$ cat src/rtl/scan_display_ctrl_if.sv
// Bus bundle for scan_display_ctrl: load handshake, shared decoder loop
// (q out, seg_in back) and the multiplexed display drive (an, seg_out).
interface scan_display_ctrl_if;
    logic        load;
    logic [15:0] bcd_in;
    logic        ready;
    logic [3:0]  q;
    logic [6:0]  seg_in;
    logic [3:0]  an;
    logic [6:0]  seg_out;

    // Host / decoder side
    modport master (
        output load, bcd_in, seg_in,
        input  ready, q, an, seg_out
    );

    // Controller side
    modport slave (
        input  load, bcd_in, seg_in,
        output ready, q, an, seg_out
    );
endinterface

$ cat src/rtl/scan_display_ctrl.sv
// Four-digit multiplexed 7-segment scan controller. One external decoder
// is time-shared: each digit slot presents the BCD code on q (SETUP), latches
// the decoder answer into seg_out while enabling the anode (CAPTURE), then
// holds for the rest of the slot. New values are taken through a shadow
// register and only become active at a frame boundary so a frame is never
// torn between two values.
module scan_display_ctrl #(
    parameter int unsigned SCAN_DIV = 1000,
    parameter bit          LZ_BLANK = 1'b1
) (
    input  logic                 clk,
    input  logic                 rst_n,
    scan_display_ctrl_if.slave   bus
);

    typedef enum logic [1:0] {
        ST_SETUP   = 2'd0,
        ST_CAPTURE = 2'd1,
        ST_HOLD    = 2'd2
    } state_t;

    localparam logic [15:0] SLOT_LAST = 16'(SCAN_DIV - 1);

    state_t      state_r;
    state_t      state_nxt_s;
    logic [15:0] cnt_r;
    logic [1:0]  digit_r;
    logic [15:0] active_r;
    logic [15:0] shadow_r;
    logic        ready_r;
    logic [3:0]  q_r;
    logic [3:0]  an_r;
    logic [6:0]  seg_r;

    logic        accept_s;
    logic        wrap_s;
    logic        xfer_s;
    logic [1:0]  next_digit_s;
    logic [15:0] frame_src_s;
    logic [3:0]  digit_val_s;
    logic        blank_s;
    logic [3:0]  q_nxt_s;
    logic [3:0]  an_nxt_s;
    logic [6:0]  seg_nxt_s;

    // Digit k is a leading zero when it and every more significant digit
    // are zero; digit 0 always shows. Non-BCD codes count as non-zero.
    function automatic logic lz_blank(input logic [15:0] val, input logic [1:0] k);
        logic blank;
        blank = (k != 2'd0);
        for (int i = 0; i < 4; i++) begin
            blank = blank & ~((i >= int'(k)) & (val[i*4 +: 4] != 4'd0));
        end
        return blank;
    endfunction

    // Segment pattern for one digit: dash for non-BCD, blank for leading
    // zeros, otherwise whatever the shared decoder returned.
    function automatic logic [6:0] digit_pattern(input logic [3:0] val,
                                                 input logic       blank,
                                                 input logic [6:0] dec);
        logic [6:0] pat;
        if (val > 4'd9) begin
            pat = 7'b0000001;
        end else if (blank) begin
            pat = 7'b0000000;
        end else begin
            pat = dec;
        end
        return pat;
    endfunction

    assign accept_s     = bus.load & ready_r;
    assign wrap_s       = (state_r == ST_HOLD) && (cnt_r == SLOT_LAST);
    assign next_digit_s = digit_r + 2'd1;
    // A pending shadow moves to active only when digit 3 hands over to digit 0
    assign xfer_s       = wrap_s && (digit_r == 2'd3) && !ready_r;
    assign frame_src_s  = xfer_s ? shadow_r : active_r;
    assign digit_val_s  = active_r[{digit_r, 2'b00} +: 4];
    assign blank_s      = (LZ_BLANK == 1'b1) && lz_blank(active_r, digit_r);

    // FSM state register
    always_ff @(posedge clk or negedge rst_n) begin
        if (!rst_n) begin
            state_r <= ST_SETUP;
        end else begin
            state_r <= state_nxt_s;
        end
    end

    // FSM next-state: one SETUP cycle, one CAPTURE cycle, HOLD to slot end
    always_comb begin
        state_nxt_s = ST_SETUP;
        case (state_r)
            ST_SETUP:   state_nxt_s = ST_CAPTURE;
            ST_CAPTURE: state_nxt_s = ST_HOLD;
            ST_HOLD: begin
                if (wrap_s) begin
                    state_nxt_s = ST_SETUP;
                end else begin
                    state_nxt_s = ST_HOLD;
                end
            end
            default:    state_nxt_s = ST_SETUP;
        endcase
    end

    // FSM outputs: next values for the registered display drive
    always_comb begin
        q_nxt_s   = q_r;
        an_nxt_s  = an_r;
        seg_nxt_s = seg_r;
        case (state_r)
            ST_SETUP: begin
                an_nxt_s  = 4'b0001 << digit_r;
                seg_nxt_s = digit_pattern(digit_val_s, blank_s, bus.seg_in);
            end
            ST_CAPTURE: begin
                an_nxt_s  = an_r;
            end
            ST_HOLD: begin
                if (wrap_s) begin
                    // Anodes off before the next code reaches the decoder
                    an_nxt_s = 4'b0000;
                    q_nxt_s  = frame_src_s[{next_digit_s, 2'b00} +: 4];
                end else begin
                    an_nxt_s = an_r;
                end
            end
            default: begin
                an_nxt_s = 4'b0000;
            end
        endcase
    end

    // Slot timing, digit index, load handshake and registered outputs
    always_ff @(posedge clk or negedge rst_n) begin
        if (!rst_n) begin
            cnt_r    <= 16'd0;
            digit_r  <= 2'd0;
            active_r <= 16'h0000;
            shadow_r <= 16'h0000;
            ready_r  <= 1'b1;
            q_r      <= 4'd0;
            an_r     <= 4'b0000;
            seg_r    <= 7'b0000000;
        end else begin
            if (wrap_s) begin
                cnt_r   <= 16'd0;
                digit_r <= next_digit_s;
            end else begin
                cnt_r   <= cnt_r + 16'd1;
            end
            if (accept_s) begin
                shadow_r <= bus.bcd_in;
            end
            if (xfer_s) begin
                active_r <= shadow_r;
            end
            // accept needs ready=1 and transfer needs ready=0, so never both
            if (accept_s) begin
                ready_r <= 1'b0;
            end else if (xfer_s) begin
                ready_r <= 1'b1;
            end
            q_r   <= q_nxt_s;
            an_r  <= an_nxt_s;
            seg_r <= seg_nxt_s;
        end
    end

    assign bus.ready   = ready_r;
    assign bus.q       = q_r;
    assign bus.an      = an_r;
    assign bus.seg_out = seg_r;

endmodule

$ cat src/flat_wrapper.sv
// flat-port wrapper written by rule: the top's interface ports become plain ports
module scan_display_ctrl_flat 
#(
    parameter int unsigned SCAN_DIV = 1000,
    parameter bit          LZ_BLANK = 1'b1
)
  (clk, rst_n, bus_load, bus_bcd_in, bus_seg_in, bus_ready, bus_q, bus_an, bus_seg_out);
  scan_display_ctrl_if bus_i ();
  input  logic clk;
  input  logic rst_n;
  input wire logic [$bits(bus_i.load)-1:0] bus_load;
  input wire logic [$bits(bus_i.bcd_in)-1:0] bus_bcd_in;
  input wire logic [$bits(bus_i.seg_in)-1:0] bus_seg_in;
  output wire logic [$bits(bus_i.ready)-1:0] bus_ready;
  output wire logic [$bits(bus_i.q)-1:0] bus_q;
  output wire logic [$bits(bus_i.an)-1:0] bus_an;
  output wire logic [$bits(bus_i.seg_out)-1:0] bus_seg_out;
  assign bus_i.load = bus_load;
  assign bus_i.bcd_in = bus_bcd_in;
  assign bus_i.seg_in = bus_seg_in;
  assign bus_ready = bus_i.ready;
  assign bus_q = bus_i.q;
  assign bus_an = bus_i.an;
  assign bus_seg_out = bus_i.seg_out;
  scan_display_ctrl #(.SCAN_DIV(SCAN_DIV), .LZ_BLANK(LZ_BLANK)) u_core (.clk(clk), .rst_n(rst_n), .bus(bus_i));
endmodule
$ cat config.mk
export PLATFORM = sky130hd
export DESIGN_NAME = scan_display_ctrl_flat
export DESIGN_NICKNAME = d
export VERILOG_FILES = /design/src/rtl/scan_display_ctrl_if.sv /design/src/rtl/scan_display_ctrl.sv /design/src/flat_wrapper.sv
export SDC_FILE = /design/constraint.sdc
export NUM_CORES = 1
export LEC_CHECK = 0
export CAP_MARGIN = 20
export CORE_AREA = 4 4 99 73
export DETAILED_ROUTE_END_ITERATION = 8
export DIE_AREA = 0 0 103 77
export GPL_ROUTABILITY_DRIVEN = 0
export GPL_TIMING_DRIVEN = 0
export HOLD_SLACK_MARGIN = 0.12
export PLACE_DENSITY_LB_ADDON = 0.25
export SYNTH_ARGS = -nofsm -noshare
export SYNTH_HDL_FRONTEND = slang
export SYNTH_SLANG_ARGS = --single-unit
$ cat constraint.sdc
create_clock -name clk -period 5.9 [get_ports clk]
set_input_delay 0.59 -clock clk [delete_from_list [all_inputs] [get_ports clk]]
set_output_delay 0.59 -clock clk [all_outputs]
set_load 0.005 [all_outputs]
==> impl_results.rst, run 1 <==
.. list-table::
   :header-rows: 1

   * - Metric
     - Value
   * - CP max-delay cell
     - sky130_fd_sc_hd__dfrtp_1
   * - Critical path peak fanout
     - 5
   * - Critical path arrival
     - 2510 ps
   * - Number of buffers inserted by hold repair at cts
     - 0
   * - Initial standard-cell utilization of the core
     - 49.8%
   * - Overall die area
     - 0.00793 mm²
   * - Share of synthesized flip-flops with an asynchronous set or reset
     - 100%
   * - Worst hold-check path type
     - in2async
   * - Post-synth top area cell
     - sky130_fd_sc_hd__dfrtp_1
   * - Antenna violations before repair
     - 0
   * - Clk slew on worst S/H paths
     - 70 ps
   * - Fmax achieved
     - 0.440 GHz
   * - Power density of the placed cells
     - 243 mW/mm²
   * - Chip width
     - 103 µm
   * - Max-slew violations
     - 0
   * - Main area contributors after synthesis
     - sky130_fd_sc_hd__dfrtp_1, sky130_fd_sc_hd__mux2_2, sky130_fd_sc_hd__nand2_1
   * - Global-route wire length before repair
     - 10900 µm
   * - Buffer cell driving the clock tree root
     - sky130_fd_sc_hd__clkbuf_8
   * - Detail-routed via count per cell
     - 5.44
   * - Final Hold Violating Endpoints
     - 0
   * - Post-CTS setup-driven buffer insertion count
     - 0
   * - Internal power summed over all cells
     - 0.000708 W
   * - Maximum number of pins on one net before global-route repair
     - 69
   * - Post-Route Setup TNS
     - 0 ps
   * - Relative contribution of sequential cells to total power
     - 53.6%
   * - Clock Latency Late Sink
     - 350 ps
   * - Final Instance Count excl. Fillers
     - 392
   * - CP delay by family, top
     - simple AND/OR/NAND/NOR gates
   * - Worst reg-to-reg setup slack
     - 3630 ps
   * - Placed instance count
     - 376
   * - Synth unique cells
     - 47
   * - Combinational family with the most area after synthesis
     - simple AND/OR/NAND/NOR gates
   * - Combinational share of power
     - 5.0%
   * - Via count of the routed design
     - 2132
   * - Startpoint of the worst-slack reg-to-reg timing path
     - u_core.cnt_r[0]
   * - Flip-flop and latch count after synthesis
     - 68
   * - CTS tree
     - done
   * - Mean instance size in the synthesized netlist
     - 12.0 µm²
   * - Worst reg2reg path endpoint
     - u_core.bus.q[3]
   * - CTS HTree Levels
     - 3
   * - Number of standard cells after synthesis
     - 257
   * - Antenna violation net count after detailed routing
     - 0
   * - Xor and xnor fraction of the mapped netlist area
     - 4.27%
   * - Via count of the first global-routing pass
     - 2121
   * - Average wire per standard cell
     - 16.6 µm
   * - Total Routed Length
     - 6500 µm
   * - Core occupancy in the finished layout
     - 61.2%
   * - Starting DRC count in detailed routing
     - 128
   * - DIE HEIGHT
     - 77 µm
   * - Post-synth top area share
     - 54.4%
   * - GR Util All Layers
     - 18.0%
   * - Syn nets
     - 288
   * - Adder and majority cell fraction of the synthesized area
     - 2.03%
   * - TritonRoute pass-1 iters
     - 4
   * - Status
     - finished clean
   * - Antenna diode instance count
     - 0
   * - Cell seen most often among critical-path stages
     - sky130_fd_sc_hd__mux2_2
   * - Series of cell instances along the critical path
     - ha_1 -> and4b_1 -> nand4_1 -> nor2_4 -> mux2_2 -> mux2_2 -> a31o_1
   * - Max-capacitance violation count
     - 0
   * - Post-synth EDFFs
     - 0
   * - CP required
     - 6130 ps
   * - Crit-path max cell delay
     - 390 ps
   * - Most instantiated flip-flop cell in the synthesis netlist
     - sky130_fd_sc_hd__dfrtp_1
   * - Portion of total power attributed to the clock network
     - 41.4%
   * - Boundary Pins
     - 42
   * - Post-cts sizing count
     - 0
   * - Type of the setup path with the least slack
     - reg2reg
   * - Crit path launch type
     - flip-flop
   * - Post-synthesis mux area share
     - 11.1%
   * - Clock Skew
     - 7.00 ps
   * - Slew at the pin with the worst max-slew slack
     - 842 ps
   * - Area fraction in and, or, nand and nor cells after synthesis
     - 16.0%
   * - Worst Path Buf+Inv
     - 0
   * - Number of port buffers
     - 41
   * - Post-Syn Area
     - 0.00308 mm²
   * - Area grow syn2layout
     - 23.0%
   * - LEAKAGE
     - 1.72 nW
   * - Element type at the critical path end
     - flip-flop
   * - Number of standard-cell rows in the floorplan
     - 24
   * - Fraction of the cycle the final worst path needs
     - 38.5%
   * - Count of clock tree sinks
     - 68
   * - Most frequent cells after synthesis
     - sky130_fd_sc_hd__dfrtp_1, sky130_fd_sc_hd__nand2_1, sky130_fd_sc_hd__mux2_2
   * - Core outline area
     - 0.00619 mm²
   * - Grt total ovfl
     - 0
   * - Psw
     - 0.000212 W
   * - Warnings from Yosys
     - 0
   * - DPL Wire Length
     - 4720 µm
   * - CTS buffer count
     - 9
   * - Proportion of layout cells with a drive suffix above 1
     - 20.1%
   * - Portion of the post-synthesis area used by sequential elements
     - 55.3%
   * - Layout Nets
     - 340
   * - Setup repair after global routing missed its margin
     - no
   * - Count of endpoints failing setup in the final report
     - 0
   * - Switching portion of total power
     - 23.0%
   * - Final total power
     - 0.000919 W
   * - Most common cell in the synthesized netlist
     - sky130_fd_sc_hd__dfrtp_1
   * - Startpoint of the worst setup timing path
     - u_core.cnt_r[0]
   * - Worst Reg-to-Reg Cells
     - 7
   * - Final worst path period need
     - 2270 ps
   * - Max IR drop VDD
     - 0.164 mV
   * - Compound-gate portion of the synthesized area
     - 9.14%
   * - Post-detailed-route DRC marker count
     - 0
   * - Maximum clock path buffer count
     - 2
   * - Worst-case headroom to the max-slew limit
     - 43.9%
[through the flow]
| stage | area [µm²] | setup WS [ps] | hold slack (ps) |
|---|---|---|---|
| after detailed placement | 3580 | 3580 | 485 |
| after global placement | 3590 | 1970 | 477 |
| final | 3790 | 3630 | 338 |
| after CTS | 3790 | 3630 | 372 |
| after global routing | 3790 | 3460 | 396 |
| after floorplan | 3080 | 3870 | 294 |
[power groups by stage]
stage	logic, W	registers [W]	clock network, W
2_1_floorplan	0.0000141	0.000497	0
3_3_place_gp	0.0000455	0.000501	0
3_5_place_dp	0.0000466	0.000502	0
4_1_cts	0.0000470	0.000492	0.000390
5_1_grt	0.0000508	0.000494	0.000413
6_report	0.0000457	0.000493	0.000381
[layout by cell type, fill, tap and decap left out, types with 9 or more instances in the layout]
cell type / instances
sky130_fd_sc_hd__a22o_1: 10
sky130_fd_sc_hd__nand3_1: 10
sky130_fd_sc_hd__mux2_2: 21
sky130_fd_sc_hd__clkdlybuf4s50_1: 40
sky130_fd_sc_hd__xnor2_1: 9
sky130_fd_sc_hd__dfrtp_1: 67
sky130_fd_sc_hd__nand2_1: 32
sky130_fd_sc_hd__clkbuf_8: 9
sky130_fd_sc_hd__nor2_1: 14
sky130_fd_sc_hd__o21ai_0: 10
[routing by layer]
metal,vias up,wire (µm),global-route usage [%]
li1,1024,-,-
met1,1040,3090,27.1
met2,61,2830,24.4
met3,7,523,5.98
met4,0,53,5.56
met5,-,0,0
[flip-flops by register name, summed over array words and instances, names as in the netlist]
name                count
u_core.active_r        16
u_core.bus.an           4
u_core.bus.q            4
u_core.bus.ready        1
u_core.bus.seg_out      7
u_core.cnt_r           16
u_core.digit_r          2
u_core.shadow_r        16
u_core.state_r          2
[worst register-to-register path, stage by stage (launching register included)]
cell and delay [ps]:
sky130_fd_sc_hd__dfrtp_1 390, sky130_fd_sc_hd__ha_1 230, sky130_fd_sc_hd__and4b_1 280, sky130_fd_sc_hd__nand4_1 160
sky130_fd_sc_hd__nor2_4 230, sky130_fd_sc_hd__mux2_2 390, sky130_fd_sc_hd__mux2_2 260, sky130_fd_sc_hd__a31o_1 210
[cell type report]
cell class	count	area [µm²]
fill	519	2400
sequential	68	1700
multi-input combinational	176	1310
timing repair buffer	41	408
clock buffer	9	124
tap	78	97.6
clock inverter	7	77.6
buffer	8	48.8
inverter	5	18.8
[cells by family (layout without fill, tap and decap cells)]
group | Yosys count | in the layout
flip-flops | 68 | 68
XOR/XNOR | 15 | 15
adder cells (fa/ha/maj) | 5 | 5
buffers and inverters | 13 | 70
AND/OR/NAND/NOR | 89 | 89
multiplexers | 27 | 27
AO/OA/AOI/OAI | 40 | 40
[worst max-delay path by stage]
stage / endpoint / cells after the start
6_report: u_core.bus.q[3] / 7
5_1_grt: u_core.bus.q[3] / 7
4_1_cts: u_core.bus.q[3] / 7
3_5_place_dp: u_core.shadow_r[7] / 4
3_3_place_gp: u_core.shadow_r[2] / 1
2_1_floorplan: u_core.bus.q[3] / 7
No activity file was read; power rests on OpenSTA's default activity.
==> inputs of run 2 (changes only) <==
- CORE_AREA: 4 4 99 73 -> 4 4 100 74
- DIE_AREA: 0 0 103 77 -> 0 0 104 78
- clock period: 5.9 -> 2 ns (I/O delays scaled with it)
==> run 2 against run 1 <==
  * The flow now finishes with violations (negative setup slack)
  * Clock power rose to 3.4 times the previous value
  * Worst setup slack worse by 3700 ps
  * Total power rose to 3.1 times the previous value
  * Count of clock-buffer cells in the layout up 2
  * Combinational power rose to 3.0 times the previous value
  * Wire length up 1.7%
  * Die area up 2.3%
  * Critical path type unchanged
  * Largest cell class unchanged
  * Highest routed layer unchanged
==> impl_results.rst, run 2 (synthesized netlist as in run 1, its figures left out) <==
.. list-table::
   :header-rows: 1

   * - Metric
     - Value
   * - Status
     - finished with violations
   * - Violations in the final reports
     - negative setup slack
   * - Worst Path Buf+Inv
     - 0
   * - Critical path arrival
     - 2360 ps
   * - Max IR drop VDD
     - 0.472 mV
   * - Number of standard-cell rows in the floorplan
     - 25
   * - Antenna violation net count after detailed routing
     - 0
   * - Total Routed Length
     - 6610 µm
   * - Largest registers
     - u_core.active_r x16, u_core.cnt_r x16, u_core.shadow_r x16
   * - Leading cell type in the layout, fill and taps excluded
     - sky130_fd_sc_hd__dfrtp_1
   * - Switching portion of total power
     - 21.1%
   * - CTS buffer count
     - 9
   * - Power density of the placed cells
     - 728 mW/mm²
   * - Starting DRC count in detailed routing
     - 119
   * - Slew at the pin with the worst max-slew slack
     - 867 ps
   * - Crit-path max cell delay
     - 430 ps
   * - Detail-routed via count per cell
     - 5.32
   * - Boundary Pins
     - 42
   * - Max-capacitance violation count
     - 0
   * - Worst-case headroom to the max-slew limit
     - 42.2%
   * - Tightest hold margin
     - 428 ps
   * - Via count of the routed design
     - 2160
   * - Final Instance Count excl. Fillers
     - 406
   * - Antenna diode instance count
     - 0
   * - Proportion of layout cells with a drive suffix above 1
     - 25.2%
   * - CTS HTree Levels
     - 3
   * - Post-detailed-route DRC marker count
     - 0
   * - Fraction of the cycle the final worst path needs
     - 106%
   * - Placed instance count
     - 379
   * - Core outline area
     - 0.00651 mm²
   * - LEAKAGE
     - 1.79 nW
   * - Series of cell instances along the critical path
     - nor4_4 -> nand4_1 -> nor2_4 -> mux2_4 -> mux2_2 -> a31o_1
   * - Post-Route Setup TNS
     - -379 ps
   * - DPL Wire Length
     - 4570 µm
   * - Placement Setup Slack
     - -217 ps
   * - CP delay by family, top
     - simple AND/OR/NAND/NOR gates
   * - Final worst path period need
     - 2120 ps
   * - CP max-delay cell
     - sky130_fd_sc_hd__dfrtp_2
   * - Critical path peak fanout
     - 4
   * - Portion of total power attributed to the clock network
     - 45.0%
   * - Global-route wire length before repair
     - 10900 µm
   * - Count of clock tree sinks
     - 68
   * - TritonRoute pass-1 iters
     - 4
   * - Worst reg-to-reg setup slack
     - -120 ps
   * - Clock Latency Late Sink
     - 350 ps
   * - Area grow syn2layout
     - 28.9%
   * - Clk slew on worst S/H paths
     - 70 ps
   * - Grt total ovfl
     - 0
   * - Fmax achieved
     - 0.471 GHz
   * - Overall die area
     - 0.00811 mm²
   * - Type of the setup path with the least slack
     - reg2reg
   * - Final critical-path setup slack
     - -122 ps
   * - Chip width
     - 104 µm
   * - Layout Nets
     - 351
   * - Crit path launch type
     - flip-flop
   * - Antenna violations before repair
     - 0
   * - CTS tree
     - done
   * - Clock Skew
     - 9.93 ps
   * - Combinational share of power
     - 4.7%
   * - Internal power summed over all cells
     - 0.00228 W
   * - Via count of the first global-routing pass
     - 2135
   * - Max-slew violations
     - 0
   * - GR Util All Layers
     - 17.3%
   * - Number of port buffers
     - 41
   * - Worst hold-check path type
     - in2reg
   * - Buffer cell driving the clock tree root
     - sky130_fd_sc_hd__clkbuf_8
   * - Average wire per standard cell
     - 16.3 µm
   * - Count of endpoints failing setup in the final report
     - 4
   * - Fillcell total
     - 553
   * - CP required
     - 2240 ps
   * - Psw
     - 0.000609 W
   * - Element type at the critical path end
     - flip-flop
   * - Setup repair after global routing missed its margin
     - yes
   * - DIE HEIGHT
     - 78 µm
   * - Commonest cells after routing, fill and taps aside
     - sky130_fd_sc_hd__dfrtp_1, sky130_fd_sc_hd__clkdlybuf4s50_1, sky130_fd_sc_hd__nand2_1
   * - Combined area of the multi-input logic cells
     - 0.00137 mm²
   * - Final Hold Violating Endpoints
     - 0
   * - Maximum number of pins on one net before global-route repair
     - 69
   * - Sequential cell area
     - 0.00171 mm²
   * - Maximum clock path buffer count
     - 2
   * - Relative contribution of sequential cells to total power
     - 50.3%
   * - Initial standard-cell utilization of the core
     - 47.3%
## run 2: cell count changes in the layout (fill, tap and decap cells not counted), sizes merged
cell	change
buf	+10
clkinv	-4
clkbuf	+2
bufinv	+1
clkinvlp	+1
dlygate4sd3	+1
## run 2: layout make-up
class | count | area share [%]
plain buffers | 8 | 1.23
clock buffers | 11 | 3.82
clock inverters | 5 | 2.11
inverters | 5 | 0.473
multi-input cells | 176 | 34.4
flip-flops and latches | 68 | 43.0
well taps | 81 | 2.55
repair buffers | 52 | 12.4
## run 2: power by group through the flow
stage               logic [W]  registers, W  clock network (W)
finish               0.000136       0.00145            0.00130
global route         0.000149       0.00146            0.00140
CTS                  0.000139       0.00145            0.00133
detailed placement   0.000137       0.00148                  0
global placement     0.000135       0.00148                  0
floorplan           0.0000417       0.00147                  0
## run 2: routing by layer
layer  up-vias  GRT usage (%)  part of all wire (%)
li1       1045              -                     -
met1      1047           24.0                    49
met2        59           25.9                    44
met3         9           5.99                   6.0
met4         0           5.05                  0.98
met5         -              0                     0
## run 2: metrics by stage
stage	util, %	cell area, µm²	power, W
global placement	55.3	3600	0.00161
CTS	60.5	3940	0.00292
finish	61.0	3970	0.00289
detailed placement	55.3	3600	0.00162
floorplan	-	3090	0.00151
global route	61.0	3970	0.00301
## run 2: path summary, 6_finish.rpt
path,startpoint,end,cells past startpoint
max,u_core.cnt_r[12],u_core.bus.q[3],6
min in group asynchronous,rst_n,u_core.cnt_r[11],2
max reg2reg,u_core.cnt_r[12],u_core.bus.q[3],6
min reg2reg,u_core.active_r[0],u_core.active_r[0],1
min,bus_load,u_core.bus.ready,2
max in group asynchronous,rst_n,u_core.digit_r[0],2
## run 2: what timing repair did
action / CTS / global route
pin swaps: 5 / 5
gates cloned: 0 / 0
gates resized for setup: 8 / 7
buffers inserted: 9 / 1
hold buffers: 1 / 0
endpoints found under the setup margin: 11 / 10
endpoints found under the hold margin: 67 / 0
## run 2: worst reg2reg max path, cell delays in order, from the launching register on
cell and delay, ps:
sky130_fd_sc_hd__dfrtp_2 430, sky130_fd_sc_hd__nor4_4 370, sky130_fd_sc_hd__nand4_1 200, sky130_fd_sc_hd__nor2_4 230, sky130_fd_sc_hd__mux2_4 340, sky130_fd_sc_hd__mux2_2 270, sky130_fd_sc_hd__a31o_1 170
==> inputs of run 3 (changes only) <==
- SKIP_CTS_REPAIR_TIMING: default -> 1
==> run 3 against run 2 <==
  * The run still ends with negative setup slack left
  * Final area increased by 1.4%
  * Critical path depth increased by 1
  * Clock power about the same
  * Clock skew decreased by 1.1 ps
  * Combinational power about the same
  * Critical endpoint unchanged
  * Largest cell class unchanged
  * Largest power group unchanged
==> impl_results.rst, run 3 (synthesized netlist as in run 1, its figures left out) <==
.. list-table::
   :header-rows: 1

   * - Metric
     - Value
   * - Status
     - finished with violations
   * - Violations in the final reports
     - negative setup slack
   * - Overall die area
     - 0.00811 mm²
   * - Max-slew violations
     - 0
   * - Antenna diode instance count
     - 0
   * - Core outline area
     - 0.00651 mm²
   * - Final cell area excluding filler cells
     - 0.00402 mm²
   * - Chip width
     - 104 µm
   * - Boundary Pins
     - 42
   * - CP required
     - 2230 ps
   * - Clk slew on worst S/H paths
     - 70 ps
   * - Total Routed Length
     - 6420 µm
   * - Buffer cell driving the clock tree root
     - sky130_fd_sc_hd__clkbuf_8
   * - Fillcell total
     - 525
   * - Largest registers
     - u_core.active_r x16, u_core.cnt_r x16, u_core.shadow_r x16
   * - Grt total ovfl
     - 0
   * - Final Hold Violating Endpoints
     - 0
   * - Maximum clock path buffer count
     - 2
   * - Post-Route Setup TNS
     - -328 ps
   * - Antenna violations before repair
     - 0
   * - Worst-case headroom to the max-slew limit
     - 43.2%
   * - Maximum number of pins on one net before global-route repair
     - 69
   * - Leading cell type in the layout, fill and taps excluded
     - sky130_fd_sc_hd__dfrtp_1
   * - Critical path arrival
     - 2350 ps
   * - Worst hold-check path type
     - in2reg
   * - Combined area of the multi-input logic cells
     - 0.00141 mm²
   * - Starting DRC count in detailed routing
     - 130
   * - Tightest hold margin
     - 434 ps
   * - Element type at the critical path end
     - flip-flop
   * - Clock Latency Late Sink
     - 350 ps
   * - Number of standard-cell rows in the floorplan
     - 25
   * - Setup repair after global routing missed its margin
     - yes
   * - Clock Skew
     - 8.79 ps
   * - Max IR drop VDD
     - 0.474 mV
   * - Initial standard-cell utilization of the core
     - 47.3%
   * - Number of port buffers
     - 41
   * - Antenna violation net count after detailed routing
     - 0
   * - CTS tree
     - done
   * - Placement Setup Slack
     - -217 ps
   * - Global-route wire length before repair
     - 10500 µm
   * - Crit path launch type
     - flip-flop
   * - LEAKAGE
     - 1.80 nW
   * - Fmax achieved
     - 0.472 GHz
   * - Slew at the pin with the worst max-slew slack
     - 852 ps
   * - Area grow syn2layout
     - 30.6%
   * - Fraction of the cycle the final worst path needs
     - 106%
   * - CTS HTree Levels
     - 3
   * - DPL Wire Length
     - 4570 µm
   * - Layout Nets
     - 350
   * - Post-detailed-route DRC marker count
     - 0
   * - Critical path peak fanout
     - 4
   * - Count of endpoints failing setup in the final report
     - 4
   * - DIE HEIGHT
     - 78 µm
   * - Type of the setup path with the least slack
     - reg2reg
   * - Sequential cell area
     - 0.00170 mm²
   * - GR Util All Layers
     - 16.8%
   * - Max-capacitance violation count
     - 0
   * - TritonRoute pass-1 iters
     - 4
   * - Count of clock tree sinks
     - 68
   * - Proportion of layout cells with a drive suffix above 1
     - 25.6%
   * - Detail-routed via count per cell
     - 5.29
   * - Post-Place Cell Area
     - 0.00360 mm²
   * - Via count of the first global-routing pass
     - 2055
   * - Power density of the placed cells
     - 716 mW/mm²
   * - Final worst path period need
     - 2120 ps
   * - Final critical-path setup slack
     - -119 ps
   * - Via count of the routed design
     - 2141
   * - Commonest cells after routing, fill and taps aside
     - sky130_fd_sc_hd__dfrtp_1, sky130_fd_sc_hd__clkdlybuf4s50_1, sky130_fd_sc_hd__nand2_1
   * - CTS buffer count
     - 9
   * - Average wire per standard cell
     - 15.9 µm
run 3: final timing paths:
| path | from | to | slack [ps] | cells after the start |
|---|---|---|---|---|
| worst max-delay path | u_core.cnt_r[0] | u_core.bus.q[3] | -120 | 7 |
| worst min-delay path | bus_load | u_core.bus.ready | 430 | 2 |
| worst max register to register | u_core.cnt_r[0] | u_core.bus.q[3] | -120 | 7 |
| worst min register to register | u_core.bus.an[2] | u_core.bus.an[2] | 500 | 1 |
| max in group asynchronous | rst_n | u_core.digit_r[0] | 910 | 2 |
| min in group asynchronous | rst_n | u_core.cnt_r[11] | 510 | 2 |
run 3: layout make-up:
| cell class | instances | area share, % |
|---|---|---|
| flip-flops and latches | 68 | 42.4 |
| clock inverters | 5 | 2.08 |
| multi-input cells | 176 | 34.9 |
| clock buffers | 11 | 3.76 |
| well taps | 81 | 2.52 |
| inverters | 5 | 0.467 |
| plain buffers | 8 | 1.31 |
| repair buffers | 51 | 12.6 |
run 3: critical path, stage by stage (launching register included):
cell and delay (ps):
sky130_fd_sc_hd__dfrtp_1 420, sky130_fd_sc_hd__ha_4 170, sky130_fd_sc_hd__and4b_2 260, sky130_fd_sc_hd__nand4_1 150, sky130_fd_sc_hd__nor2_4 220, sky130_fd_sc_hd__mux2_4 350
sky130_fd_sc_hd__mux2_4 280, sky130_fd_sc_hd__a31o_1 170
run 3: layer usage:
metal	vias to the layer above	GRT usage, %	wire [µm]
met1	1036	23.5	3150
met4	0	5.05	65
met5	-	0	0
met2	55	24.8	2790
met3	9	5.99	418
li1	1041	-	-
run 3: power breakdown:
group	switching [W]	internal, W	leakage, nW
registers	0.0000335	0.00142	0.878
clock network	0.000522	0.000771	0.112
logic	0.0000463	0.0000894	0.810
total	0.000602	0.00228	1.80
run 3: per-stage QoR:
stage	utilization (%)	power (W)	std cells
finish	61.8	0.00288	405
global route	61.8	0.00301	405
CTS	58.9	0.00292	395
detailed placement	55.3	0.00162	379
global placement	55.3	0.00161	379
floorplan	-	0.00151	257
==> variant 1 (config.mk and constraints of run 1) <==
Take the reset off `q_r` and `an_r` and load them in a clocked block of their own.
--- a/src/rtl/scan_display_ctrl.sv
+++ b/src/rtl/scan_display_ctrl.sv
@@ -143,4 +143,2 @@
             ready_r  <= 1'b1;
-            q_r      <= 4'd0;
-            an_r     <= 4'b0000;
             seg_r    <= 7'b0000000;
@@ -165,6 +163,9 @@
             end
-            q_r   <= q_nxt_s;
-            an_r  <= an_nxt_s;
             seg_r <= seg_nxt_s;
         end
+    end
+
+    always_ff @(posedge clk) begin
+        q_r  <= q_nxt_s;
+        an_r <= an_nxt_s;
     end
Check against the original RTL: not equivalent (a bounded check fails within 4 cycles, from zero or initial values and one cycle with rst_n low).
==> variant 1 against run 1 <==
- final area fell by 3.5%
- sequential cell count did not move
- critical path type unchanged
- worst setup slack got worse by 0.36 ns
- sequential share of layout area rose by 2.7 points
- via count fell by 14%
- area after synthesis fell by 4.1%
- power fell by 2.1%
- core utilization fell by 2.1 points
- routed wire length fell by 16%
- clock skew rose by 0.0049 ns
==> variant 1: results (changes against run 1) <==
[min_path]
min_path_type=in2async

[timing]
hold_slack_ns=0.273  ; -0.0648 ns
relSlewSlack_pct=46.5  ; +2.6 points
finClkSkew_ns=0.0119  ; +0.00493 ns
fmax_ghz=0.381  ; -14%

[grt]
grt_start_max_net_pins=34  ; -51%
grt_use_total_pct=15.5  ; -2.5 points
antenna_found_initial=0  ; unchanged
grt_pass1_wl_um=9330  ; -15%

[drt]
vias=1837  ; -14%
dr.pass1.iters=4  ; unchanged
first_iter_violations=62  ; -52%
wire_per_inst_um=15.8  ; -4.9%
vias_per_cell=5.28  ; -2.9%

[cells_and_area]
drive_above_1_share_pct=22.2  ; +2.2 points
fillers=504  ; -2.9%
nets=295  ; -13%
top_regs=u_core.active_r (16), u_core.cnt_r (16), u_core.shadow_r (16)
diodes=0  ; unchanged

[clock_tree]
root_buffer=clkbuf_8
clkTransAtPathRegs_ns=0.07  ; about the same
post_cts_buffers=0  ; unchanged
clk_latency_ns=0.34
cts_resized=0  ; unchanged
numCtsBuffers=9  ; unchanged
h-tree-depth=3  ; unchanged
clk_path_buf_depth=2  ; unchanged

[setup_path]
critPathMaxFanout=10  ; +5
critPathMaxStageDelay_ns=0.50  ; +0.11 ns
rrSetupSlack_ns=3.27  ; -0.36 ns
critPathSlowestCell=mux4_1
cp_data_arrival_time_ns=2.70  ; +0.19 ns
cp_top_family=simple AND/OR/NAND/NOR gates

[yosys]
synth_area_leaders=dfrtp_1 (50%), mux2_2 (8.4%), edfxtp_1 (8.1%)
syn_nets=242  ; -16%
synth_seq_area_share_pct=59.0  ; +3.7 points
synth_edf_count=8  ; +8
syn_area_per_cell_um2=13.9  ; +16%
synthArstFlopShare_pct=88.2  ; -12 points
synth_area_leader_cell=dfrtp_1
synth.distinct_cells=36  ; -23%
ys.warnings.count=0  ; unchanged
ys_top_cells_by_count=dfrtp_1 (59), mux2_2 (22), nor2_1 (15)

[outcome]
status=complete, no violations

[pwr]
ir_drop_v=0.000126  ; -23%
total_leakage_power_nw=1.58  ; -8.2%

[place]
place_hpwl_um=4060  ; -14%
io_buffers=41  ; unchanged
dpl.cell_count=332  ; -12%
preCtsSetupSlack_ns=3.25  ; -0.335 ns

-- variant 1: changes by cell type in the layout (fill, tap and decap cells not counted), moves of 4 or more --
cell             run 1  this run
clkinv_4             4         0
a22o_1              10         6
nand3_1             10         6
dfrtp_1             67        59
edfxtp_1             0         8
a21oi_1              6         0
nand2_1             32        10
o21ai_0             10         5
mux2_4               4        10
-- variant 1: per-layer routing --
metal  GRT usage [%]  vias to the layer above  part of all wire [%]
li1                -                      871                     -
met1            22.6                      916                    49
met2            21.4                       42                    43
met3            6.62                        8                   6.2
met4            3.88                        0                   1.4
met5               0                        -                     0
-- variant 1: worst paths after layout --
check	from	end	depth (start not counted)
max	u_core.cnt_r[12]$_DFF_PN0_	u_core.bus.q[0]$_DFFE_PP_	6
min in group clk	u_core.cnt_r[0]$_DFF_PN0_	u_core.cnt_r[0]$_DFF_PN0_	1
min	rst_n	u_core.cnt_r[11]$_DFF_PN0_	1
max reg2reg	u_core.cnt_r[12]$_DFF_PN0_	u_core.bus.q[0]$_DFFE_PP_	6
min reg2reg	u_core.cnt_r[0]$_DFF_PN0_	u_core.cnt_r[0]$_DFF_PN0_	1
max in group asynchronous	rst_n	u_core.active_r[4]$_DFF_PN0_	2
-- variant 1: report_power, final --
| group | total [W] | internal (W) | leakage, nW | switching [W] |
|---|---|---|---|---|
| sequential | 0.000496 | 0.000488 | 0.833 | 0.00000793 |
| clock | 0.000359 | 0.000195 | 0.0914 | 0.000165 |
| combinational | 0.0000451 | 0.0000304 | 0.652 | 0.0000147 |
| total | 0.000900 | 0.000713 | 1.58 | 0.000187 |
-- variant 1: layout make-up --
type / instances / share of cell area [%]
Clock inverter: 3 / 1.10
Multi-Input combinational cell: 130 / 30.7
Clock buffer: 13 / 3.80
Timing Repair Buffer: 42 / 11.6
Tap cell: 78 / 2.67
Sequential cell: 68 / 47.7
Inverter: 6 / 0.616
Buffer: 8 / 1.78
-- variant 1: cell families after synthesis --
| kind of cell | share of synthesized area (%) |
|---|---|
| multiplexers | 17.5 |
| XOR/XNOR | 4.45 |
| flip-flops | 59.0 |
| adder cells (fa/ha/maj) | 1.69 |
| AO/OA/AOI/OAI | 3.52 |
| buffers and inverters | 2.97 |
| AND/OR/NAND/NOR | 10.8 |
-- variant 1: stage by stage --
step	total power [W]	cell area, um2	utilization, %
5_1_grt	0.000941	3650	59.1
2_1_floorplan	0.000516	2950	-
3_3_place_gp	0.000549	3460	55.9
6_report	0.000900	3650	59.1
4_1_cts	0.000911	3650	59.1
3_5_place_dp	0.000552	3480	56.2
==> variant 2 (config.mk and constraints of run 1) <==
Made on the original files. `LZ_BLANK` is set to 1'b1 in 2 places; all go to 1'b0.
--- a/src/rtl/scan_display_ctrl.sv
+++ b/src/rtl/scan_display_ctrl.sv
@@ -8,3 +8,3 @@
     parameter int unsigned SCAN_DIV = 1000,
-    parameter bit          LZ_BLANK = 1'b1
+    parameter bit          LZ_BLANK = 1'b0
 ) (
--- a/src/flat_wrapper.sv
+++ b/src/flat_wrapper.sv
@@ -4,3 +4,3 @@
     parameter int unsigned SCAN_DIV = 1000,
-    parameter bit          LZ_BLANK = 1'b1
+    parameter bit          LZ_BLANK = 1'b0
 )
Function: no difference found for any inputs over 10 cycles, from zero or initial values and one cycle with rst_n low; that may be too few to reach the edited logic, so the function may still have changed.
==> variant 2 against run 1 <==
- worst setup slack worse by 0.40 ns
- sequential cell count is the same
- count of clock-buffer cells in the layout increased by 3
- power shrank 8.4%
- area after synthesis shrank 3.9%
- largest power group unchanged
- clock power down 11%
- hold slack better by 0.013 ns
- routed wire length is 14% lower
- final area fell by 3.9%
- die area stayed put
==> variant 2: results (changes against run 1) <==
[cells_and_area]
buffer_area_share_pct=12.4  ; +0.35 points
top_regs=u_core.active_r (16), u_core.cnt_r (16), u_core.shadow_r (16)
clock_buffers=12  ; +3
multi_input_area_share_pct=32.6  ; -2.0 points
multi_input_cells=138  ; -22%
finalNonFillerCells=355  ; -9.4%
clkCellAreaFrac_pct=4.81  ; -0.51 points
num-nonclk-buffers=50  ; +2.0%
seq_share_pct=46.8  ; +1.8 points
nets=305  ; -10%
drive_above_1_share_pct=22.0  ; +2.0 points
inv_count=7  ; +2
fillers=529  ; +1.9%
syn2layout_area_growth_pct=23.0  ; about the same
design.seq.count=68  ; unchanged

[setup_path]
cp_data_arrival_time_ns=2.89  ; +0.38 ns
critPathMaxFanout=10  ; +5
timing.rr.start=u_core.digit_r[1]$_DFFE_PN0N_

[drt]
dr.pass1.iters=4  ; unchanged
first_iter_violations=62  ; -52%
wire_per_inst_um=15.7  ; -5.1%
vias=1862  ; -13%

[pwr]
total_leakage_power_nw=1.69  ; -1.8%
p_clk_w=0.000340  ; -11%
switching_power_w=0.000173  ; -18%
pwr-share-clk_pct=40.3  ; -1.1 points
ir_drop_v=0.000128  ; -22%
pwr-share-comb_pct=3.9  ; -1.1 points

[timing]
finClkSkew_ns=0.00563  ; -0.00136 ns
relSlewSlack_pct=44.1  ; +0.17 points

[grt]
grt_start_max_net_pins=69  ; unchanged
grt_pass1_vias=1846  ; -13%
grt_pass1_wl_um=9290  ; -15%
antenna_found_initial=0  ; unchanged
grt_use_total_pct=15.2  ; -2.8 points

[floorplanning]
fp-row-count=24  ; unchanged

[place]
placed_cell_area_um2=3460  ; -3.4%
io_buffers=41  ; unchanged
dpl.cell_count=341  ; -9.3%
preCtsSetupSlack_ns=3.26  ; -0.319 ns
place_hpwl_um=3940  ; -17%

[yosys]
synth_xor_area_share_pct=4.44  ; +0.18 points
synth.distinct_cells=36  ; -23%
syn_area_per_cell_um2=13.3  ; +11%
synth_area_leaders=dfrtp_1 (57%), mux2_2 (12%), mux4_2 (4.6%)
synthArstFlopShare_pct=100  ; unchanged
synth-compound-area-share_pct=7.23  ; -1.9 points
syn_nets=253  ; -12%
synth_seq_area_share_pct=57.6  ; +2.3 points
synthMuxAreaShare_pct=17.6  ; +6.5 points
synth_fa_ha_area_share_pct=2.12  ; +0.083 points
ys_top_cells_by_count=dfrtp_1 (67), mux2_2 (32), nor2_1 (15)

[outcome]
status=complete, no violations

[clock_tree]
cts_resized=0  ; unchanged
clk_latency_ns=0.33  ; -0.02 ns
post_cts_buffers=0  ; unchanged
root_buffer=clkbuf_8
clk_path_buf_depth=2  ; unchanged
clkTransAtPathRegs_ns=0.07  ; about the same
numCtsBuffers=9  ; unchanged

## variant 2: path summary, 6_finish.rpt
check                                               end  slack [ns]  depth (start not counted)
max                         u_core.bus.q[3]$_DFFE_PN0P_        3.23                          7
min                          u_core.cnt_r[15]$_DFF_PN0_        0.35                          1
max reg2reg                 u_core.bus.q[3]$_DFFE_PN0P_        3.23                          7
min reg2reg                  u_core.cnt_r[15]$_DFF_PN0_        0.47                          1
max in group asynchronous  u_core.active_r[1]$_DFF_PN0_        5.00                          1
min in group clk             u_core.cnt_r[15]$_DFF_PN0_        0.47                          1
## variant 2: worst max-delay path, cell delays in order (launching register included)
cell,delay [ns]
dfrtp_1,0.40
ha_1,0.20
nor3b_1,0.63
and2_4,0.30
buf_6,0.16
mux2_4,0.32
o2111a_1,0.24
a311o_1,0.31
## variant 2: metal layers
metal	share of wire [%]	up-vias	track usage, %	routed length, um
li1	-	889	-	-
met1	49	918	22.1	2760
met2	44	50	21.4	2440
met3	6.2	5	6.35	349
met4	0.75	0	3.10	42
met5	0	-	0	0
